===== src/rtl/spi_pkg.sv =====
// Shared definitions for the SPI slave front-end.
//   RX_W      : received frame width (2 command bits + 8 address/data bits)
//   TX_W      : read-data word width shifted out on MISO
//   state_e   : transaction FSM states
package spi_pkg;

    localparam int unsigned RX_W     = 10;
    localparam int unsigned TX_W     = 8;
    localparam int unsigned RX_CNT_W = $clog2(RX_W + 1);
    localparam int unsigned TX_CNT_W = $clog2(TX_W);

    typedef enum logic [2:0] {
        IDLE,
        CHK_CMD,
        WRITE,
        READ_ADD,
        READ_DATA
    } state_e;

endpackage


===== src/rtl/spi_shift_rx.sv =====
// Serial-in shift register for one RX_W-bit MOSI frame, MSB first.
//   clk, rst_n : system clock, async active-low reset
//   clr        : clears the bit counter (between transactions)
//   en         : sample din this cycle
//   din        : serial data (MOSI)
//   rx_data    : last complete frame, held between frames
//   rx_valid   : one-cycle strobe in the cycle after the last bit is sampled
//   last       : the bit being sampled this cycle completes the frame
//   full       : a complete frame has been captured; further bits are ignored
module spi_shift_rx
    import spi_pkg::*;
(
    input  logic            clk,
    input  logic            rst_n,
    input  logic            clr,
    input  logic            en,
    input  logic            din,
    output logic [RX_W-1:0] rx_data,
    output logic            rx_valid,
    output logic            last,
    output logic            full
);

    // Only RX_W-1 bits need storing: the final bit goes straight into rx_data.
    logic [RX_W-2:0]     shift_q;
    logic [RX_CNT_W-1:0] cnt_q;
    logic [RX_W-1:0]     rx_data_q;
    logic                rx_valid_q;

    assign full     = (cnt_q == RX_CNT_W'(RX_W));
    assign last     = en && (cnt_q == RX_CNT_W'(RX_W - 1));
    assign rx_data  = rx_data_q;
    assign rx_valid = rx_valid_q;

    always_ff @(posedge clk or negedge rst_n) begin
        if (!rst_n) begin
            shift_q    <= '0;
            cnt_q      <= '0;
            rx_data_q  <= '0;
            rx_valid_q <= 1'b0;
        end else begin
            rx_valid_q <= last;
            if (clr) begin
                cnt_q <= '0;
            end else if (en && !full) begin
                shift_q <= {shift_q[RX_W-3:0], din};
                cnt_q   <= cnt_q + RX_CNT_W'(1);
            end
            if (last) begin
                rx_data_q <= {shift_q, din};
            end
        end
    end

endmodule


===== src/rtl/spi_slave_if.sv =====
// SPI slave front-end between an SPI master and a RAM controller.
//   clk, rst_n : system clock, async active-low reset
//   MOSI, SS_n : serial data in and active-low select, sampled every rising edge
//   tx_data    : read data from RAM, qualified by tx_valid
//   MISO       : read data out, MSB first; 0 when not shifting
//   rx_data    : received frame, strobed by the one-cycle rx_valid
module spi_slave_if
    import spi_pkg::*;
(
    input  logic            clk,
    input  logic            rst_n,
    input  logic            MOSI,
    input  logic            SS_n,
    input  logic [TX_W-1:0] tx_data,
    input  logic            tx_valid,
    output logic            MISO,
    output logic [RX_W-1:0] rx_data,
    output logic            rx_valid
);

    state_e              state_q, state_d;
    logic                rd_addr_done_q;
    logic [TX_W-1:0]     tx_shift_q;
    logic [TX_CNT_W-1:0] tx_cnt_q;
    logic                tx_busy_q;
    logic                tx_done_q;

    logic rx_en, rx_clr, rx_last, rx_full, in_data_state;

    assign in_data_state = (state_q == WRITE) || (state_q == READ_ADD) ||
                           (state_q == READ_DATA);
    assign rx_en  = in_data_state && !SS_n;
    assign rx_clr = SS_n || (state_q == IDLE);

    spi_shift_rx u_shift_rx (
        .clk      (clk),
        .rst_n    (rst_n),
        .clr      (rx_clr),
        .en       (rx_en),
        .din      (MOSI),
        .rx_data  (rx_data),
        .rx_valid (rx_valid),
        .last     (rx_last),
        .full     (rx_full)
    );

    // Combinational from reset-cleared flops, so reset forces MISO low at once.
    assign MISO = tx_busy_q & tx_shift_q[TX_W-1];

    always_ff @(posedge clk or negedge rst_n) begin
        if (!rst_n) begin
            state_q <= IDLE;
        end else begin
            state_q <= state_d;
        end
    end

    always_comb begin
        state_d = state_q;
        unique case (state_q)
            IDLE: begin
                if (!SS_n) state_d = CHK_CMD;
            end
            CHK_CMD: begin
                if (SS_n)          state_d = IDLE;
                else if (!MOSI)    state_d = WRITE;
                else if (rd_addr_done_q) state_d = READ_DATA;
                else               state_d = READ_ADD;
            end
            WRITE, READ_ADD, READ_DATA: begin
                if (SS_n) state_d = IDLE;
            end
            default: state_d = IDLE;
        endcase
    end

    // Read-data serialiser and address-phase flag. rd_addr_done survives an
    // abort so the master can retry the data phase.
    always_ff @(posedge clk or negedge rst_n) begin
        if (!rst_n) begin
            rd_addr_done_q <= 1'b0;
            tx_shift_q     <= '0;
            tx_cnt_q       <= '0;
            tx_busy_q      <= 1'b0;
            tx_done_q      <= 1'b0;
        end else begin
            if ((state_q == READ_ADD) && rx_last) begin
                rd_addr_done_q <= 1'b1;
            end
            if (SS_n || (state_q != READ_DATA)) begin
                tx_busy_q <= 1'b0;
                tx_done_q <= 1'b0;
                tx_cnt_q  <= '0;
            end else if (tx_busy_q) begin
                if (tx_cnt_q == TX_CNT_W'(TX_W - 1)) begin
                    tx_busy_q      <= 1'b0;
                    tx_done_q      <= 1'b1;
                    rd_addr_done_q <= 1'b0;
                end else begin
                    tx_shift_q <= {tx_shift_q[TX_W-2:0], 1'b0};
                    tx_cnt_q   <= tx_cnt_q + TX_CNT_W'(1);
                end
            end else if (!tx_done_q && rx_full && tx_valid) begin
                tx_shift_q <= tx_data;
                tx_cnt_q   <= '0;
                tx_busy_q  <= 1'b1;
            end
        end
    end

endmodule


===== config.mk =====
export PLATFORM = sky130hd
export DESIGN_NAME = spi_slave_if
export DESIGN_NICKNAME = d
export VERILOG_FILES = /design/src/rtl/spi_pkg.sv /design/src/rtl/spi_shift_rx.sv /design/src/rtl/spi_slave_if.sv
export SDC_FILE = /design/constraint.sdc
export NUM_CORES = 1
export LEC_CHECK = 0
export ABC_AREA = 1
export CAP_MARGIN = 10
export CORE_AREA = 2 2 66 74
export CTS_CLUSTER_DIAMETER = 120
export DETAILED_ROUTE_END_ITERATION = 16
export DIE_AREA = 0 0 68 76
export PLACE_DENSITY_LB_ADDON = 0.3
export SLEW_MARGIN = 40
export SYNTH_ARGS = -nofsm -noshare
export SYNTH_HDL_FRONTEND = slang
export SYNTH_SLANG_ARGS = --single-unit

===== constraint.sdc =====
create_clock -name clk -period 1.45 [get_ports clk]
set_clock_uncertainty 0.1 [all_clocks]
set_input_delay 0.145 -clock clk [delete_from_list [all_inputs] [get_ports clk]]
set_output_delay 0.145 -clock clk [all_outputs]
set_load 0.05 [all_outputs]

==> results of run 1 <==
==> sequential cells by signal (all words and copies together) (netlist names) <==
signal               cells
tx_shift_q               8
state_q                  3
tx_cnt_q                 3
u_shift_rx.rx_data      10
rd_addr_done_q           1
tx_busy_q                1
u_shift_rx.cnt_q         4
tx_done_q                1
u_shift_rx.rx_valid      1
u_shift_rx.shift_q       9
==> synth_stat cells, drive strengths merged <==
library cell  number
o2111ai            1
nand2             85
inv               27
ha                 5
o21ai             22
nor2              10
xor2               1
dfrtp             41
a21oi              1
a21boi             2
buf                6
nand3b             1
nand4              2
nor3               1
clkinv             1
nand3             23
==> kinds of logic after synthesis <==
family / after synthesis
and+or+nand+nor: 122
DFF: 41
buffers and inverters: 34
AOI/OAI and AO/OA: 26
adders and majority gates: 5
xor gates and xnor gates: 1
==> worst max-delay path, delay by kind of cell (launching register included) <==
family / cells / cell delay, ns
flops: 1 / 0.39
buf+inv: 2 / 0.18
fa+ha+maj: 2 / 0.37
simple gates: 4 / 0.33
==> per-layer routing <==
layer / up-vias / share of wire
met5: - / 0
met4: 0 / 0.010
met3: 5 / 0.037
met2: 23 / 0.49
met1: 743 / 0.47
li1: 819 / -
==> what timing repair did <==
| action | 4_1_cts | 5_1_grt |
|---|---|---|
| setup buffers | 1 | 3 |
| resized for setup | 9 | 7 |
| pin swaps | 4 | 5 |
| endpoints found under the hold margin | 41 | 0 |
| setup endpoints to repair | 16 | 27 |
| hold buffers | 1 | 0 |
| gates cloned | 1 | 0 |
==> through the flow <==
step           power [uW]  setup WS, ns
6_report             3140        0.0318
3_5_place_dp         2120        -0.173
3_3_place_gp         2100        -0.152
5_1_grt              3300       -0.0299
2_1_floorplan        1930        0.0161
4_1_cts              3110      -0.00116
==> area by class of cell <==
cell class                      instances  area, um^2  area share
Clock buffer                            6        82.6      0.0288
Clock inverter                          2        37.5      0.0131
Inverter                               28         113      0.0393
Multi-Input combinational cell        155         992       0.347
Sequential cell                        41        1030       0.359
Tap cell                               56        70.1      0.0245
Timing Repair Buffer                   45         541       0.189
==> worst min path at each step <==
stage                                          from                         to  slack, ns  cells after the start
after floorplan                               rst_n   rd_addr_done_q$_DFF_PN0_      -0.25                      0
after global placement                        rst_n    tx_cnt_q[1]$_DFFE_PN0P_       0.14                      2
after detailed placement                      rst_n    tx_cnt_q[1]$_DFFE_PN0P_       0.14                      2
after CTS                                     rst_n  tx_shift_q[5]$_DFFE_PN0P_       0.35                      3
after global routing      tx_shift_q[5]$_DFFE_PN0P_  tx_shift_q[5]$_DFFE_PN0P_       0.39                      2
final                                         rst_n    tx_cnt_q[2]$_DFFE_PN0P_       0.33                      3
==> where the power goes <==
group	internal, uW	total (uW)	switching (uW)	leakage, uW
Clock	560	961	401	0.0000574
Combinational	322	794	472	0.000796
Sequential	1270	1380	107	0.000559
Total	2150	3140	980	0.00141
==> placed cells by master, fill, tap and decap left out, drive strengths merged, types with 2 or more instances in the layout <==
cell	instances
nor2	10
ha	5
o21ai	22
nand2	86
clkdlybuf4s50	11
buf	33
a21boi	2
nand4	2
dfrtp	41
inv	27
clkbuf	6
nand3	23
==> summary.txt, run 1 <==
Worst Tran Pin Value -> 0.514 ns
status -> finished clean
Fmax achieved -> 0.705 GHz
Worst setup endpoint -> tx_shift_q[4]$_DFFE_PN0P_
CP Capture Type -> flip-flop
cts bufs inserted -> 5
Required @ worst endpoint -> 1.59 ns
final setup violation count -> 0
worst rel slew slack -> 0.657
Synth Area per Inst -> 9.27 um^2
main combinational cell family by area after synthesis -> simple AND/OR/NAND/NOR gates
max_cap viols -> 0
Net Count, Synth -> 247
CP cell instances -> ha_2 > ha_4 > nand2_4 > inv_4 > nor2_8 > buf_12 > nand3_1 > nand2_1
ant diodes -> 0
core area -> 4490 um^2
Starting Density -> 0.473
Final Util -> 0.638
min-delay worst type -> in -> async
critical path class -> reg -> reg
post-synthesis simple-gate area fraction -> 0.301
share of layout cells above drive strength 1 -> 0.336
fillcell total -> 374
Period Utilization, post-route -> 0.978
Startpoint Class -> flip-flop
die width -> 68 um
final net count -> 294
first-pass GRT wire length -> 6.90 mm
Layout area overhead -> 34.8%
clk_lat worst skew -> 0.29 ns
DP Area -> 2630 um^2
DRT Wirelength -> 3.93 mm
RSZ-0062 raised after global routing -> true
# rows -> 26
final instance area -> 2860 um^2
Worst-path clk slew -> 0.08 ns
library cells used by synthesis -> 28
grt peak-use layer -> met2
DPL Wire Length -> 2.71 mm
multiplexer share of the synthesized area -> 0
met1 GRT Util -> 0.237
via count -> 1,590
setup TNS -> 0 ns
RD Place Congestion -> 0.719
number of cells on the worst reg-to-reg path -> 8
Synth Area in XOR/XNOR -> 0.00412
CP peak stage delay -> 0.39 ns
CTS tree -> yes
Cells after Synth -> 229
met3 Resource Use GR -> 0.0414
Buffers on Ports -> 24
#FFs+latches synth -> 41
WL per Instance -> 11.8 um
WHS -> 0.331 ns
All-Layer GR Usage -> 0.172
Synth Area in Compound Gates -> 0.0990
Synth Warn # -> 0
total grt overflow -> 0
crit path DAT -> 1.56 ns
CP max FO -> 8
Worst VDD drop -> 0.000757 V
Pwr Density -> 1100 nW/um^2
crit path from -> tx_cnt_q[0]$_DFFE_PN0P_
Worst R2R Start -> tx_cnt_q[0]$_DFFE_PN0P_
CP max stage cell -> dfrtp_1
clk buf depth -> 2
H-tree levels -> 2
register area share after synthesis -> 0.483
dominant cell type by area after synthesis -> dfrtp_1
number of global-route vias before repair -> 1,587
I/O pins -> 25
largest net degree at the start of global routing -> 42
Final Critical Period -> 1.42 ns
Vias/cell -> 4.77
reg-to-reg slack, setup -> 0.03 ns
number of antenna violations at the first check in global routing -> 0
DRT iter0 DRCs -> 73
clk sinks -> 41
die area -> 5170 um^2
Slew Viols, Final -> 0
detailed-route DRC error count -> 0
Final Hold Fails -> 0
Yosys top cell area share -> 0.483
Area contributors post-synth -> dfrtp_1 48%, nand2_1 13%, o21ai_2 7.8%
first-pass detailed-route iteration total -> 4
Cell Area, Synth -> 2120 um^2
ANT nets after route -> 0
chip height -> 76 um
grt met2 use -> 0.265
Final Non-Filler Cells -> 333
Adder-Cell Fraction of Synth Area -> 0.0295
Placed Instances -> 319
RR Endpoint -> tx_shift_q[4]$_DFFE_PN0P_
static leakage -> 0.00141 uW
Clock Tree Root -> clkbuf_8
Note: power is estimated with default switching activity, not from simulation.
==> run 2: changes to the inputs <==
Settings changed: PLACE_DENSITY set to 0.74, PLACE_DENSITY_LB_ADDON 0.3 to unset.
==> summary.txt, run 2 (synthesis gave the netlist of run 1 again) <==
static leakage -> 0.00143 uW
DPL Wire Length -> 2.69 mm
clk sinks -> 41
failing checks -> setup timing
Final Hold Fails -> 0
fillcell total -> 357
RD Place Congestion -> 0.775
CP cell instances -> ha_2 > ha_4 > nand2_4 > inv_4 > nor2_8 > nand2_4 > nand2_2 > nand2_1
sequential cell area -> 1030 um^2
WHS -> 0.241 ns
die area -> 5170 um^2
Crit path max-delay family -> simple AND/OR/NAND/NOR gates
Worst-path clk slew -> 0.08 ns
first-pass detailed-route iteration total -> 4
setup slack at placement -> -0.178 ns
Worst Tran Pin Value -> 0.221 ns
DRT iter0 DRCs -> 66
Buf/Inv on CP -> 1
Multi-input gate area -> 1060 um^2
number of antenna violations at the first check in global routing -> 0
CP max stage cell -> dfrtp_1
Pwr Density -> 1060 nW/um^2
status -> finished, violations left
commonest non-fill, non-tap cell in the layout -> nand2_1
Vias/cell -> 5.01
clk buf depth -> 2
Period Utilization, post-route -> 1.02
Fmax achieved -> 0.674 GHz
I/O pins -> 25
worst rel slew slack -> 0.853
CP peak stage delay -> 0.39 ns
reg-to-reg slack, setup -> -0.03 ns
RSZ-0062 raised after global routing -> true
Clock Tree Root -> clkbuf_8
Startpoint Class -> flip-flop
die width -> 68 um
chip height -> 76 um
final net count -> 295
CP max FO -> 8
Largest register FFs -> 10
max_cap viols -> 0
most frequent cells in the layout -> 62 x nand2_1, 39 x dfrtp_1, 24 x inv_1
core area -> 4490 um^2
crit path DAT -> 1.57 ns
Layout area overhead -> 38.4%
Worst VDD drop -> 0.000792 V
CTS tree -> yes
DRT Wirelength -> 4.37 mm
Required @ worst endpoint -> 1.54 ns
via count -> 1,674
Starting Density -> 0.473
detailed-route DRC error count -> 0
number of global-route vias before repair -> 1,605
CP Capture Type -> flip-flop
Buffers on Ports -> 24
ANT nets after route -> 0
H-tree levels -> 2
total grt overflow -> 0
All-Layer GR Usage -> 0.178
CP dominant cell by count -> nand2_4
share of layout cells above drive strength 1 -> 0.385
Slew Viols, Final -> 0
ant diodes -> 0
final setup violation count -> 7
WL per Instance -> 13.1 um
setup ws final -> -0.0339 ns
clk_lat worst skew -> 0.29 ns
Final Util -> 0.655
first-pass GRT wire length -> 7.09 mm
critical path class -> reg -> reg
largest net degree at the start of global routing -> 42
Final Critical Period -> 1.48 ns
cts bufs inserted -> 5
# rows -> 26
min-delay worst type -> in -> async
-- run 2: path summary, 6_finish.rpt --
check | startpoint | to | cells past startpoint
worst max-delay path | tx_cnt_q[1]$_DFFE_PN0P_ | tx_shift_q[7]$_DFFE_PN0P_ | 8
worst min-delay path | rst_n | state_q[0]$_DFFE_PN0P_ | 3
worst max register to register | tx_cnt_q[1]$_DFFE_PN0P_ | tx_shift_q[7]$_DFFE_PN0P_ | 8
worst min register to register | tx_shift_q[2]$_DFFE_PN0P_ | tx_shift_q[2]$_DFFE_PN0P_ | 2
max in group asynchronous | rst_n | tx_busy_q$_DFF_PN0_ | 3
min in group clk | tx_shift_q[2]$_DFFE_PN0P_ | tx_shift_q[2]$_DFFE_PN0P_ | 2
-- run 2: per-stage QoR --
step / setup TNS, ns / power (uW) / area [um^2] / cells
2_1_floorplan: 0 / 1930 / 2120 / 229
3_3_place_gp: -4.22 / 2090 / 2580 / 314
3_5_place_dp: -4.95 / 2110 / 2580 / 314
4_1_cts: -0.187 / 3090 / 2790 / 327
5_1_grt: -0.701 / 3300 / 2940 / 334
6_report: -0.151 / 3120 / 2940 / 334
-- run 2: cell type report --
| class | count | share of cell area |
|---|---|---|
| Multi-Input combinational cell | 157 | 0.362 |
| Clock inverter | 2 | 0.0128 |
| Clock buffer | 6 | 0.0281 |
| Timing Repair Buffer | 44 | 0.185 |
| Inverter | 28 | 0.0383 |
| Tap cell | 56 | 0.0238 |
| Sequential cell | 41 | 0.350 |
-- run 2: report_power, final --
part / total, uW / leakage (uW) / switching, uW / internal (uW)
clock: 951 / 0.0000574 / 392 / 560
sequential: 1360 / 0.000557 / 90.5 / 1270
combinational: 805 / 0.000813 / 498 / 307
-- run 2: tightest hold or removal path, delay by kind of cell --
family	cells	cell delay, ns
buf+inv	3	0.86
-- run 2: per-layer routing --
layer  vias to the layer above  GRT usage  routed length (um)
li1                        829          -                   -
met1                       809      0.237                1870
met2                        27      0.275                2260
met3                         9     0.0443                 166
met4                         0     0.0700                  74
met5                         -          0                   0
-- run 2: repair_timing --
item                       4_1_cts  5_1_grt
pin swaps                       11       14
cloned                           1        2
gates resized for setup         13       21
hold endpoints to repair        41        0
hold buffers                     1        0
buffers inserted                 3        5
setup endpoints to repair       13       30
==> run 3: changes to the inputs <==
Settings changed: ABC_AREA 1 to unset, CORE_AREA 2 2 66 74 to 2 2 65 73, DIE_AREA 0 0 68 76 to 0 0 67 75, PLACE_DENSITY 0.74 to 0.75.
==> summary.txt, run 3 <==
detailed-route DRC error count -> 0
Clock power frac -> 0.299
library cells used by synthesis -> 35
I/O pins -> 25
reg-to-reg slack, setup -> -0.49 ns
Cells after Synth -> 213
setup TNS -> -14.51 ns
first-pass detailed-route iteration total -> 4
Worst Tran Pin Value -> 0.516 ns
Async SR Flop Fraction -> 1.00
die area -> 5030 um^2
Layout area overhead -> 52.9%
Worst-path clk slew -> 0.08 ns
Multi-input gate area -> 1120 um^2
DRT iter0 DRCs -> 110
Fmax achieved -> 0.516 GHz
DRT Wirelength -> 5.39 mm
min-delay worst type -> in -> async
largest net degree at the start of global routing -> 42
CP Capture Type -> flip-flop
register area share after synthesis -> 0.493
CTS tree -> yes
Yosys top cell area share -> 0.493
chip height -> 75 um
Startpoint Class -> flip-flop
most frequent cells in the layout -> 41 x dfrtp_1, 37 x nand2_1, 29 x buf_4
Period Utilization, post-route -> 1.34
RR Endpoint -> tx_shift_q[2]$_DFFE_PN0P_
share of layout cells above drive strength 1 -> 0.419
cts bufs inserted -> 5
RSZ-0062 raised after global routing -> true
status -> finished, violations left
top-count cell post-synth -> nand2_1
clk_lat worst skew -> 0.29 ns
Synth Warn # -> 0
Buffers on Ports -> 24
CP max FO -> 10
WHS -> 0.341 ns
Largest register FFs -> 10
synth cell count leaders -> 44 x nand2_1, 41 x dfrtp_1, 18 x nor2_1
Pint -> 1810 uW
final net count -> 296
Cell Area, Synth -> 2080 um^2
Vias/cell -> 5.43
#FFs+latches synth -> 41
Final Hold Fails -> 0
worst rel slew slack -> 0.656
# rows -> 25
Synth Area per Inst -> 9.76 um^2
Flop pwr share -> 0.560
clk buf depth -> 2
core area -> 4250 um^2
fillcell total -> 273
number of global-route vias before repair -> 1,743
critical path class -> reg -> reg
clk sinks -> 41
number of cells on the worst reg-to-reg path -> 4
Worst VDD drop -> 0.000718 V
dominant cell type by area after synthesis -> dfrtp_1
sequential cell area -> 1030 um^2
RD Place Congestion -> 0.749
crit path DAT -> 2.03 ns
Clock Tree Root -> clkbuf_8
Switch Pwr -> 612 uW
commonest non-fill, non-tap cell in the layout -> dfrtp_1
via count -> 1,808
Required @ worst endpoint -> 1.54 ns
Logic pwr share -> 0.141
failing checks -> setup timing
number of antenna violations at the first check in global routing -> 0
EDFF count, synth -> 0
first-pass GRT wire length -> 8.02 mm
Area contributors post-synth -> dfrtp_1 49%, nand2_1 7.9%, mux2_2 4.9%
final setup violation count -> 38
H-tree levels -> 2
Net Count, Synth -> 231
Sw Share -> 0.253
ANT nets after route -> 0
DPL Wire Length -> 2.88 mm
setup ws final -> -0.486 ns
Worst R2R Start -> state_q[0]$_DFFE_PN0P_
static leakage -> 0.00151 uW
setup slack at placement -> -0.731 ns
Final Critical Period -> 1.94 ns
Starting Density -> 0.489
die width -> 67 um
Pwr Density -> 761 nW/um^2
All-Layer GR Usage -> 0.211
total grt overflow -> 0
Slew Viols, Final -> 0
Synth Flop Type -> dfrtp_1
WL per Instance -> 16.2 um
ant diodes -> 0
max_cap viols -> 0
==> run 3: changes by cell type after synthesis, sizes merged, moves of 3 or more <==
cell	previous run	this run
a21oi	1	13
a31oi	0	3
and3	0	7
clkbuf	0	8
inv	27	8
mux2	0	13
nand2	85	44
nand2b	0	7
nand3	23	2
nor2	10	18
o21ai	22	2
o31ai	0	8
or4	0	7
==> run 3: stage by stage <==
stage,instance area (um^2),cells,utilization,power [uW]
floorplan,2140,213,-,1540
global placement,2740,309,0.643,1660
detailed placement,2740,309,0.643,1670
CTS,3000,327,0.705,2420
global route,3180,333,0.747,2530
finish,3180,333,0.747,2420
==> run 3: final cells by class <==
| type | instances | area share |
|---|---|---|
| sequential | 41 | 0.323 |
| clock buffer | 6 | 0.0228 |
| inverter | 8 | 0.00945 |
| clock inverter | 2 | 0.00315 |
| timing repair buffer | 71 | 0.268 |
| tap | 54 | 0.0213 |
| multi-input combinational | 151 | 0.353 |
==> run 3: critical path, cell delays in order, from the launching register on <==
cell and delay [ns]:
dfrtp_1 0.38, or4b_4 0.56, buf_12 0.17, or4_4 0.47
and3_4 0.16
==> run 3: power groups by stage <==
stage | registers, uW | clock network, uW | logic, uW
final | 1360 | 723 | 342
after floorplan | 1350 | 0 | 188
after CTS | 1350 | 745 | 327
after detailed placement | 1370 | 0 | 301
after global routing | 1370 | 790 | 369
after global placement | 1370 | 0 | 288
==> run 3: repair_timing <==
| action | in CTS | in global routing |
|---|---|---|
| hold buffers | 1 | 0 |
| cloned | 3 | 0 |
| endpoints found under the hold margin | 41 | 0 |
| pin swaps | 4 | 12 |
| buffers inserted | 6 | 7 |
| resized for setup | 14 | 42 |
| endpoints found under the setup margin | 37 | 39 |
==> run 3: worst max path at each step <==
stage          slack, ns                   start                                 to
2_1_floorplan      -0.52  state_q[1]$_DFFE_PN0P_  u_shift_rx.shift_q[4]$_DFFE_PN0P_
3_3_place_gp       -0.71                    SS_n          tx_shift_q[1]$_DFFE_PN0P_
3_5_place_dp       -0.73                    SS_n          tx_shift_q[2]$_DFFE_PN0P_
4_1_cts            -0.49  state_q[0]$_DFFE_PN0P_          tx_shift_q[2]$_DFFE_PN0P_
5_1_grt            -0.55  state_q[0]$_DFFE_PN0P_  u_shift_rx.rx_data[0]$_DFFE_PN0N_
6_report           -0.49  state_q[0]$_DFFE_PN0P_          tx_shift_q[2]$_DFFE_PN0P_
==> run 3: metal layers <==
layer / up-vias / GRT usage / share of wire
li1: 865 / - / -
met1: 887 / 0.264 / 0.40
met2: 49 / 0.362 / 0.54
met3: 7 / 0.0523 / 0.042
met4: 0 / 0.0658 / 0.012
met5: - / 0 / 0
==> run 3: cells by family after synthesis <==
logic type               Yosys count  synth area share
adder cells (fa/ha/maj)            5            0.0301
XOR/XNOR                           1           0.00421
flip-flops                        41             0.493
AO/OA/AOI/OAI                     33             0.105
buffers and inverters             21            0.0529
AND/OR/NAND/NOR                   98             0.232
multiplexers                      14            0.0824
